<file path="src/rtl/ifetch_prefetch_unit.sv">
// ifetch_prefetch_unit
//
// Instruction fetch stage with a prefetch FIFO. Owns the fetch PC and issues
// at most one instruction-memory request per cycle. Requests are credit-limited
// so that every request in flight is guaranteed a FIFO slot when it returns.
// Presents the FIFO head plus the head PC + PC_INC to the IF/ID register.
// A branch redirect flushes the FIFO and discards every response still in flight.
//
// Optional build macro: IFETCH_DEBUG_EN adds the PC_debug_value and dbg_redirects outputs.
//
// Ports:
//   clk, reset        clock; asynchronous active-high reset
//   PC_write          downstream accepts the presented instruction (0 = stall)
//   redirect          branch/jump taken; redirect_PC is the new fetch PC
//   mem_req/mem_addr  memory request valid and word address
//   mem_ready         memory accepts the request this cycle
//   mem_rvalid/rdata  in-order response, latency >= 1
//   inst_valid        Instruction holds a valid FIFO head
//   Instruction       FIFO head (0 when empty)
//   PC_sumado_value   head PC + PC_INC
//   PC_debug_value    (debug) current fetch PC
//   dbg_redirects     (debug) wrapping count of redirect cycles
module ifetch_prefetch_unit #(
  parameter int unsigned width_B    = 32,
  parameter int unsigned Addr_B     = 10,
  parameter int unsigned RESET_PC   = 0,
  parameter int unsigned PC_INC     = 1,
  parameter int unsigned FIFO_DEPTH = 4
) (
  input  logic               clk,
  input  logic               reset,
  input  logic               PC_write,
  input  logic               redirect,
  input  logic [width_B-1:0] redirect_PC,
  output logic               mem_req,
  output logic [Addr_B-1:0]  mem_addr,
  input  logic               mem_ready,
  input  logic               mem_rvalid,
  input  logic [width_B-1:0] mem_rdata,
  output logic               inst_valid,
  output logic [width_B-1:0] Instruction,
  output logic [width_B-1:0] PC_sumado_value
`ifdef IFETCH_DEBUG_EN
  ,
  output logic [width_B-1:0] PC_debug_value,
  output logic [15:0]        dbg_redirects
`endif
);

  localparam int unsigned PtrW = (FIFO_DEPTH > 1) ? $clog2(FIFO_DEPTH) : 1;
  localparam int unsigned CntW = PtrW + 1;
  localparam logic [width_B-1:0] ResetPc = width_B'(RESET_PC);
  localparam logic [width_B-1:0] PcInc   = width_B'(PC_INC);
  localparam logic [CntW:0]      Depth   = (CntW + 1)'(FIFO_DEPTH);

  logic [width_B-1:0] fetch_pc_q, fetch_pc_d;
  logic [width_B-1:0] head_pc_q, head_pc_d;
  logic [width_B-1:0] fifo_q [FIFO_DEPTH];
  logic [PtrW-1:0]    wr_ptr_q, wr_ptr_d;
  logic [PtrW-1:0]    rd_ptr_q, rd_ptr_d;
  logic [CntW-1:0]    count_q, count_d;
  logic [CntW-1:0]    outstanding_q, outstanding_d;
  logic [CntW-1:0]    drop_q, drop_d;

  logic credit_ok;
  logic accept;
  logic resp;
  logic push;
  logic pop;

  // Outputs and handshake decode.
  always_comb begin
    // Each accepted request reserves a FIFO slot until it returns or is dropped.
    credit_ok       = ({1'b0, outstanding_q} + {1'b0, count_q}) < Depth;
    mem_req         = !reset && !redirect && credit_ok;
    mem_addr        = fetch_pc_q[Addr_B-1:0];
    inst_valid      = (count_q != '0);
    Instruction     = inst_valid ? fifo_q[rd_ptr_q] : '0;
    PC_sumado_value = head_pc_q + PcInc;

    accept = mem_req && mem_ready;
    // Responses with nothing outstanding (e.g. stale after reset) are ignored.
    resp   = mem_rvalid && (outstanding_q != '0);
    push   = resp && (drop_q == '0) && !redirect;
    pop    = inst_valid && PC_write && !redirect;
  end

  // Next-state logic.
  always_comb begin
    fetch_pc_d    = fetch_pc_q;
    head_pc_d     = head_pc_q;
    wr_ptr_d      = wr_ptr_q;
    rd_ptr_d      = rd_ptr_q;
    count_d       = count_q;
    outstanding_d = outstanding_q;
    drop_d        = drop_q;

    if (redirect) begin
      fetch_pc_d    = redirect_PC;
      head_pc_d     = redirect_PC;
      wr_ptr_d      = '0;
      rd_ptr_d      = '0;
      count_d       = '0;
      // Everything still in flight after this cycle belongs to the old path.
      outstanding_d = outstanding_q - CntW'(resp);
      drop_d        = outstanding_q - CntW'(resp);
    end else begin
      if (accept) begin
        fetch_pc_d = fetch_pc_q + PcInc;
      end
      if (pop) begin
        head_pc_d = head_pc_q + PcInc;
        rd_ptr_d  = rd_ptr_q + PtrW'(1);
      end
      if (push) begin
        wr_ptr_d = wr_ptr_q + PtrW'(1);
      end
      count_d       = count_q + CntW'(push) - CntW'(pop);
      outstanding_d = outstanding_q + CntW'(accept) - CntW'(resp);
      if (resp && (drop_q != '0)) begin
        drop_d = drop_q - CntW'(1);
      end
    end
  end

  always_ff @(posedge clk or posedge reset) begin
    if (reset) begin
      fetch_pc_q    <= ResetPc;
      head_pc_q     <= ResetPc;
      wr_ptr_q      <= '0;
      rd_ptr_q      <= '0;
      count_q       <= '0;
      outstanding_q <= '0;
      drop_q        <= '0;
    end else begin
      fetch_pc_q    <= fetch_pc_d;
      head_pc_q     <= head_pc_d;
      wr_ptr_q      <= wr_ptr_d;
      rd_ptr_q      <= rd_ptr_d;
      count_q       <= count_d;
      outstanding_q <= outstanding_d;
      drop_q        <= drop_d;
    end
  end

  // FIFO storage needs no reset: reads are masked to 0 while count is 0.
  always_ff @(posedge clk) begin
    if (push) begin
      fifo_q[wr_ptr_q] <= mem_rdata;
    end
  end

`ifdef IFETCH_DEBUG_EN
  logic [15:0] dbg_redirects_q;

  always_ff @(posedge clk or posedge reset) begin
    if (reset) begin
      dbg_redirects_q <= '0;
    end else if (redirect) begin
      dbg_redirects_q <= dbg_redirects_q + 16'd1;
    end
  end

  assign PC_debug_value = fetch_pc_q;
  assign dbg_redirects  = dbg_redirects_q;
`endif

endmodule

</file>
<file path="config.mk">
export PLATFORM = sky130hd
export DESIGN_NAME = ifetch_prefetch_unit
export DESIGN_NICKNAME = d
export VERILOG_FILES = /design/src/rtl/ifetch_prefetch_unit.sv
export SDC_FILE = /design/constraint.sdc
export NUM_CORES = 1
export LEC_CHECK = 0
export ABC_AREA = 1
export CORE_MARGIN = 8
export CORE_UTILIZATION = 40
export CTS_CLUSTER_SIZE = 24
export DETAILED_ROUTE_END_ITERATION = 10
export GPL_TIMING_DRIVEN = 1
export PLACE_DENSITY = 0.71
export SETUP_SLACK_MARGIN = 0.5
export SYNTH_ARGS = -nofsm -noshare
export SYNTH_HDL_FRONTEND = slang
export SYNTH_SLANG_ARGS = --single-unit
export TNS_END_PERCENT = 10
</file>
<file path="constraint.sdc">
create_clock -name clk -period 3 [get_ports clk]
set_input_delay 0.45 -clock clk [delete_from_list [all_inputs] [get_ports clk]]
set_output_delay 0.45 -clock clk [all_outputs]
set_load 0.02 [all_outputs]
</file>
[Yosys cells after proc, flatten, opt, wreduce, memory -nomap -nowiden]
Memory sizes are Yosys's and may differ from the RTL's.
Cells that the tools add are included.
Storage, ports and cells
  bits in registers: 77
  RAM bits: 128
  input port bits: 70
  output and inout port bits: 76
  word-level logic and storage cells: 54
  memories: 1
Operators by class
  add/sub/neg operators: 11
  magnitude comparators: 1
  muxes and demuxes: 15
  reduce and logical (&&, ||, !) cells: 19
Memory list
  fifo_q: words 4, bits a word 32, read ports 1, clocked after memory_dff 0, wr ports 1, line 58  | logic [width_B-1:0] fifo_q [FIFO_DEPTH];
Operators by type and width (count)
  2-to-1 mux 32 bit: 5
  adder 32 x 1 -> 32 bit, second input constant: 2
  2-to-1 mux 3 bit: 4
  logical AND 1 bit: 9
  nonzero test 3 bit: 3
  subtractor 3 x 1 -> 3 bit: 3
  2-to-1 mux 2 bit: 4
  nonzero test 2 bit: 4
  adder 3 x 1 -> 3 bit: 2
  adder 2 x 1 -> 2 bit, second input constant: 2
  adder 3 x 3 -> 4 bit: 1
  < comparator 4 x 3 -> 1 bit, second input constant: 1
  zero test 3 bit: 1
  subtractor 3 x 1 -> 3 bit, second input constant: 1
  zero test 1 bit: 2
  2-to-1 mux 1 bit: 2

[Depth between registers and ports, before layout]
Gate-level depths: netlist of the first run.
  word-level depth: 7
  mapped depth: 13
  gate-level depth less buffers: 13

[Worst setup path before layout of the first run]
OpenSTA, ideal clock, no wires.
  path type: input -> register
  from: input port reset
  to: register outstanding_q[2]
  library setup time: 0.124 ns
  arrival: 3.677 ns
  data required time: 2.876 ns
  slack: -0.801 ns
  stages on the path: 12
  buffers on the path: 0
  path through: inv_1 -> nand3b_1 -> nor2_1 -> nand2_1 -> ha_1 -> inv_1 -> ha_1 -> fa_1 -> xor2_1 -> or2_2 -> nand3_1 -> nand2_1
On the way
  word-level cells in the longest chain between the ends: 7
RTL lines
  start, declared: line 31  | input logic reset,
  zero test 1 bit (no line)
  logical AND 1 bit (2 in a row): line 75  | mem_req = !reset && !redirect && credit_ok;
  via mem_req: line 35  | output logic mem_req,
  logical AND 1 bit: line 81  | accept = mem_req && mem_ready;
  adder 3 x 1 -> 3 bit: line 119  | outstanding_d = outstanding_q + CntW'(accept) - CntW'(resp);
  subtractor 3 x 1 -> 3 bit: line 119
  2-to-1 mux 3 bit: line 98  | if (redirect) begin
  via outstanding_d[2]: line 62  | logic [CntW-1:0] outstanding_q, outstanding_d;
  end signal, assigned: line 141  | outstanding_q <= outstanding_d;
  end, declared: line 62
The timed path passes the listed nets, and every way through them passes these cells.
A chain may end at the register's enable or synchronous reset.

[Worst setup path after layout of the first run]
  from: register rd_ptr_q[0]
  to: output port Instruction[31]
On the way
  word-level cells in the longest chain between the ends: 2
RTL lines
  start, declared: line 60  | logic [PtrW-1:0] rd_ptr_q, rd_ptr_d;
  start signal, assigned: line 139  | rd_ptr_q <= rd_ptr_d;
  memory read (4 x 32 bit)
  2-to-1 mux 32 bit: line 78  | Instruction = inst_valid ? fifo_q[rd_ptr_q] : '0;
  end, declared: line 41  | output logic [width_B-1:0] Instruction,
No other way between the ends.

==> results.ini, run 1 <==
[place]
dpl_cell_area_um2 = 10900
gp_congestion = 0.907
dp_slack_ns = 0.226
dpl.hpwl_um = 15000
portBuffers = 145
place_inst = 1393

[synth]
avgSynthCellArea_um2 = 9.08
synthTopCellsByArea = edfxtp_1 (43%), dfrtp_1 (15%), nand2_1 (9.8%), nor2_1 (7.8%), o21ai_0 (5.2%)
yosysUniqueCellTypes = 36
yosys_warnings = 0
yosys_most_used_dff = edfxtp_1
synth_area_leader_cell = edfxtp_1
seq_area_frac_synth_pct = 58.5
synth-edff-count = 128
netlist_instances = 983
synthesis.area_um2 = 8920
synth_top_area_share_pct = 43.1
ys_ff_latch = 183
synth.most_common_cell = nand2_1
synth-async-reset-ratio_pct = 30.1
yosys-top-cells-count = nand2_1 (234), nor2_1 (185), edfxtp_1 (128)
syn_nets = 1071

[final_layout]
synthToLayoutAreaGrowth_pct = 28.1
num_antenna_cells = 0
fin_cells = 1424
design_area_um2 = 11400
final_util_pct = 52.2
nets = 1220
drive_gt1_share_pct = 9.35

[worst_setup_path]
crit_path_start_kind = flop
crit_start = rd_ptr_q[0]$_DFFE_PP0P_
r2r_cells = 13
cp_data_arrival_time_ns = 2.30
worstSetupEndpoint = Instruction[31]
cp-end-kind = output port
r2r_end = outstanding_q[2]$_DFF_PP0_
critPathMaxFanout = 20
r2r_start = count_q[1]$_DFF_PP0_
rrSetupSlack_ns = 0.45
worst_ep_required_time_ns = 2.55
crit_type = reg -> out

[sta]
rsz0062_at_grt = true
post-route-min-period_ns = 2.75
setup_viol = 0
finalClockSkew_ns = 0.0135
fin_ws_ns = 0.253
max_freq_mhz = 364
period_share_pct = 91.6
hold_viol_final = 0
slew_headroom_pct = 51.0
timing.setup.tns_ns = 0
worstMarginPinSlew_ns = 0.735
drv_slew = 0

[clock_network]
clockRootBuffer = clkbuf_16
cts_buffers = 17
cts.sinks = 183
cts_tree = yes
post_cts_buffers = 0
clk_latency_ns = 0.42
hold_buffers = 0
clockBufferDepth = 2
clk_pin_slew_ns = 0.08
htreeDepth = 4

[hold_path]
min_path_type = reg -> reg
holdPathStages = 2

[detailed_routing]
routed_via_density = 4.89
wirelength_um = 21800
drt-initial-drc-count = 447
antenna_left = 0
firstDrtPassIters = 5
wire_per_inst_um = 15.3
vias = 6970
drcViolationCount = 0

[power]
swShare_pct = 38.8
p_seq_share_pct = 36.1
power_frac_comb_pct = 41.3
p_per_area_nw_per_um2 = 791
switching_power_mw = 3.51
power.internal_mw = 5.53
p_leak_nw = 4.67
clock_power_share_pct = 22.6
vdd_ir_drop_max_mv = 0.370

[run_status]
status = finished, final reports clean

[global_routing]
grt_first_pass_wirelength_um = 34100
antenna_found_initial = 1
grtUsageTotal_pct = 16.1
grt_start_max_net_pins = 66
grt_pass1_vias = 6725
gr-max-usage-layer = met2
grt_overflow_total = 0
met1_usage_pct = 20.3
grt_use_met2_pct = 27.1
grt.met3_usage_pct = 4.46

[die]
num_rows = 54
die_y_um = 165
die_area_um2 = 27300
coreArea_um2 = 21900
fp.dieW_um = 165
io-pin-count = 146
start_util_pct = 40.8

[flow_run]
cap_viol_max_count = 0

==> per-stage QoR <==
stage	hold slack, ns	power, mW
final	0.551	9.04
after global placement	0.531	7.05
after global routing	0.594	9.60
after floorplan	0.516	5.44
after CTS	0.557	9.14
after detailed placement	0.540	7.11
==> worst min-delay path by stage <==
stage | from | end | slack [ns]
after global placement | fetch_pc_q[1]$_DFFE_PP0P_ | fetch_pc_q[1]$_DFFE_PP0P_ | 0.53
after global routing | redirect_PC[10] | head_pc_q[10]$_DFFE_PP0P_ | 0.59
after CTS | fetch_pc_q[1]$_DFFE_PP0P_ | fetch_pc_q[1]$_DFFE_PP0P_ | 0.56
after floorplan | wr_ptr_q[0]$_DFFE_PP0P_ | wr_ptr_q[0]$_DFFE_PP0P_ | 0.52
after detailed placement | fetch_pc_q[1]$_DFFE_PP0P_ | fetch_pc_q[1]$_DFFE_PP0P_ | 0.54
final | fetch_pc_q[1]$_DFFE_PP0P_ | fetch_pc_q[1]$_DFFE_PP0P_ | 0.55
==> critical path: stages (launching register included) <==
cell and delay (ns):
dfrtp_2 0.45, buf_4 0.27, nor2_1 0.07, nor2_1 0.07
o21ai_0 0.09, a21oi_1 0.26, clkdlybuf4s50_1 0.66
==> metal layers <==
metal	wire length (µm)	up-vias	share of wire, %
met4	281	2	1.3
met5	12	-	0.055
met1	9460	3187	43
met3	1840	24	8.4
met2	10200	242	47
li1	-	3515	-
==> placed cells by master (no fill, tap or decap), drive strengths merged, types with 5 or more instances in the layout <==
cell type      count
xor2              15
clkinvlp           5
buf               24
clkbuf            17
inv               91
nand3             51
ha                16
o21ai             93
a21oi             37
nor2             197
clkdlybuf4s50    115
nand2            240
dlygate4sd2       21
edfxtp           128
dfrtp             55
==> sequential cells by signal, indices dropped and copies added (netlist names) <==
signal,flops
count_q,3
drop_q,3
fetch_pc_q,10
fifo_q,128
head_pc_q,32
outstanding_q,3
rd_ptr_q,2
wr_ptr_q,2
==> cell type report <==
class	instances	area, µm²
Clock buffer	17	425
Inverter	86	327
Tap cell	280	350
Timing Repair Buffer	167	1670
Multi-Input combinational cell	677	3320
Sequential cell	183	5230
Clock inverter	14	115
Fill cell	1984	10500
==> power by group through the flow <==
stage / Clock [mW] / Combinational (mW) / Sequential, mW
6_report: 2.04 / 3.73 / 3.26
5_1_grt: 2.20 / 4.09 / 3.31
4_1_cts: 2.11 / 3.77 / 3.26
3_5_place_dp: 0 / 3.80 / 3.30
3_3_place_gp: 0 / 3.75 / 3.30
2_1_floorplan: 0 / 2.18 / 3.26
==> kinds of logic after synthesis <==
kind of cell | synth area share (%)
and+or+nand+nor | 23.5
DFF | 58.5
xor gates and xnor gates | 2.12
adders and majority gates | 2.69
AOI/OAI and AO/OA | 7.83
buffers and inverters | 5.40
==> repair_timing <==
action | CTS | global route
pin swaps | 1 | 0
setup endpoints to repair | 63 | 62
gates resized for setup | 48 | 6
Note: power is estimated with default switching activity, not from simulation.
==> inputs of run 2 (changes only) <==
Settings changed: GPL_ROUTABILITY_DRIVEN set to 0.
==> results of run 2 <==
The final DEF is identical to that of run 1; final timing and power are the same.
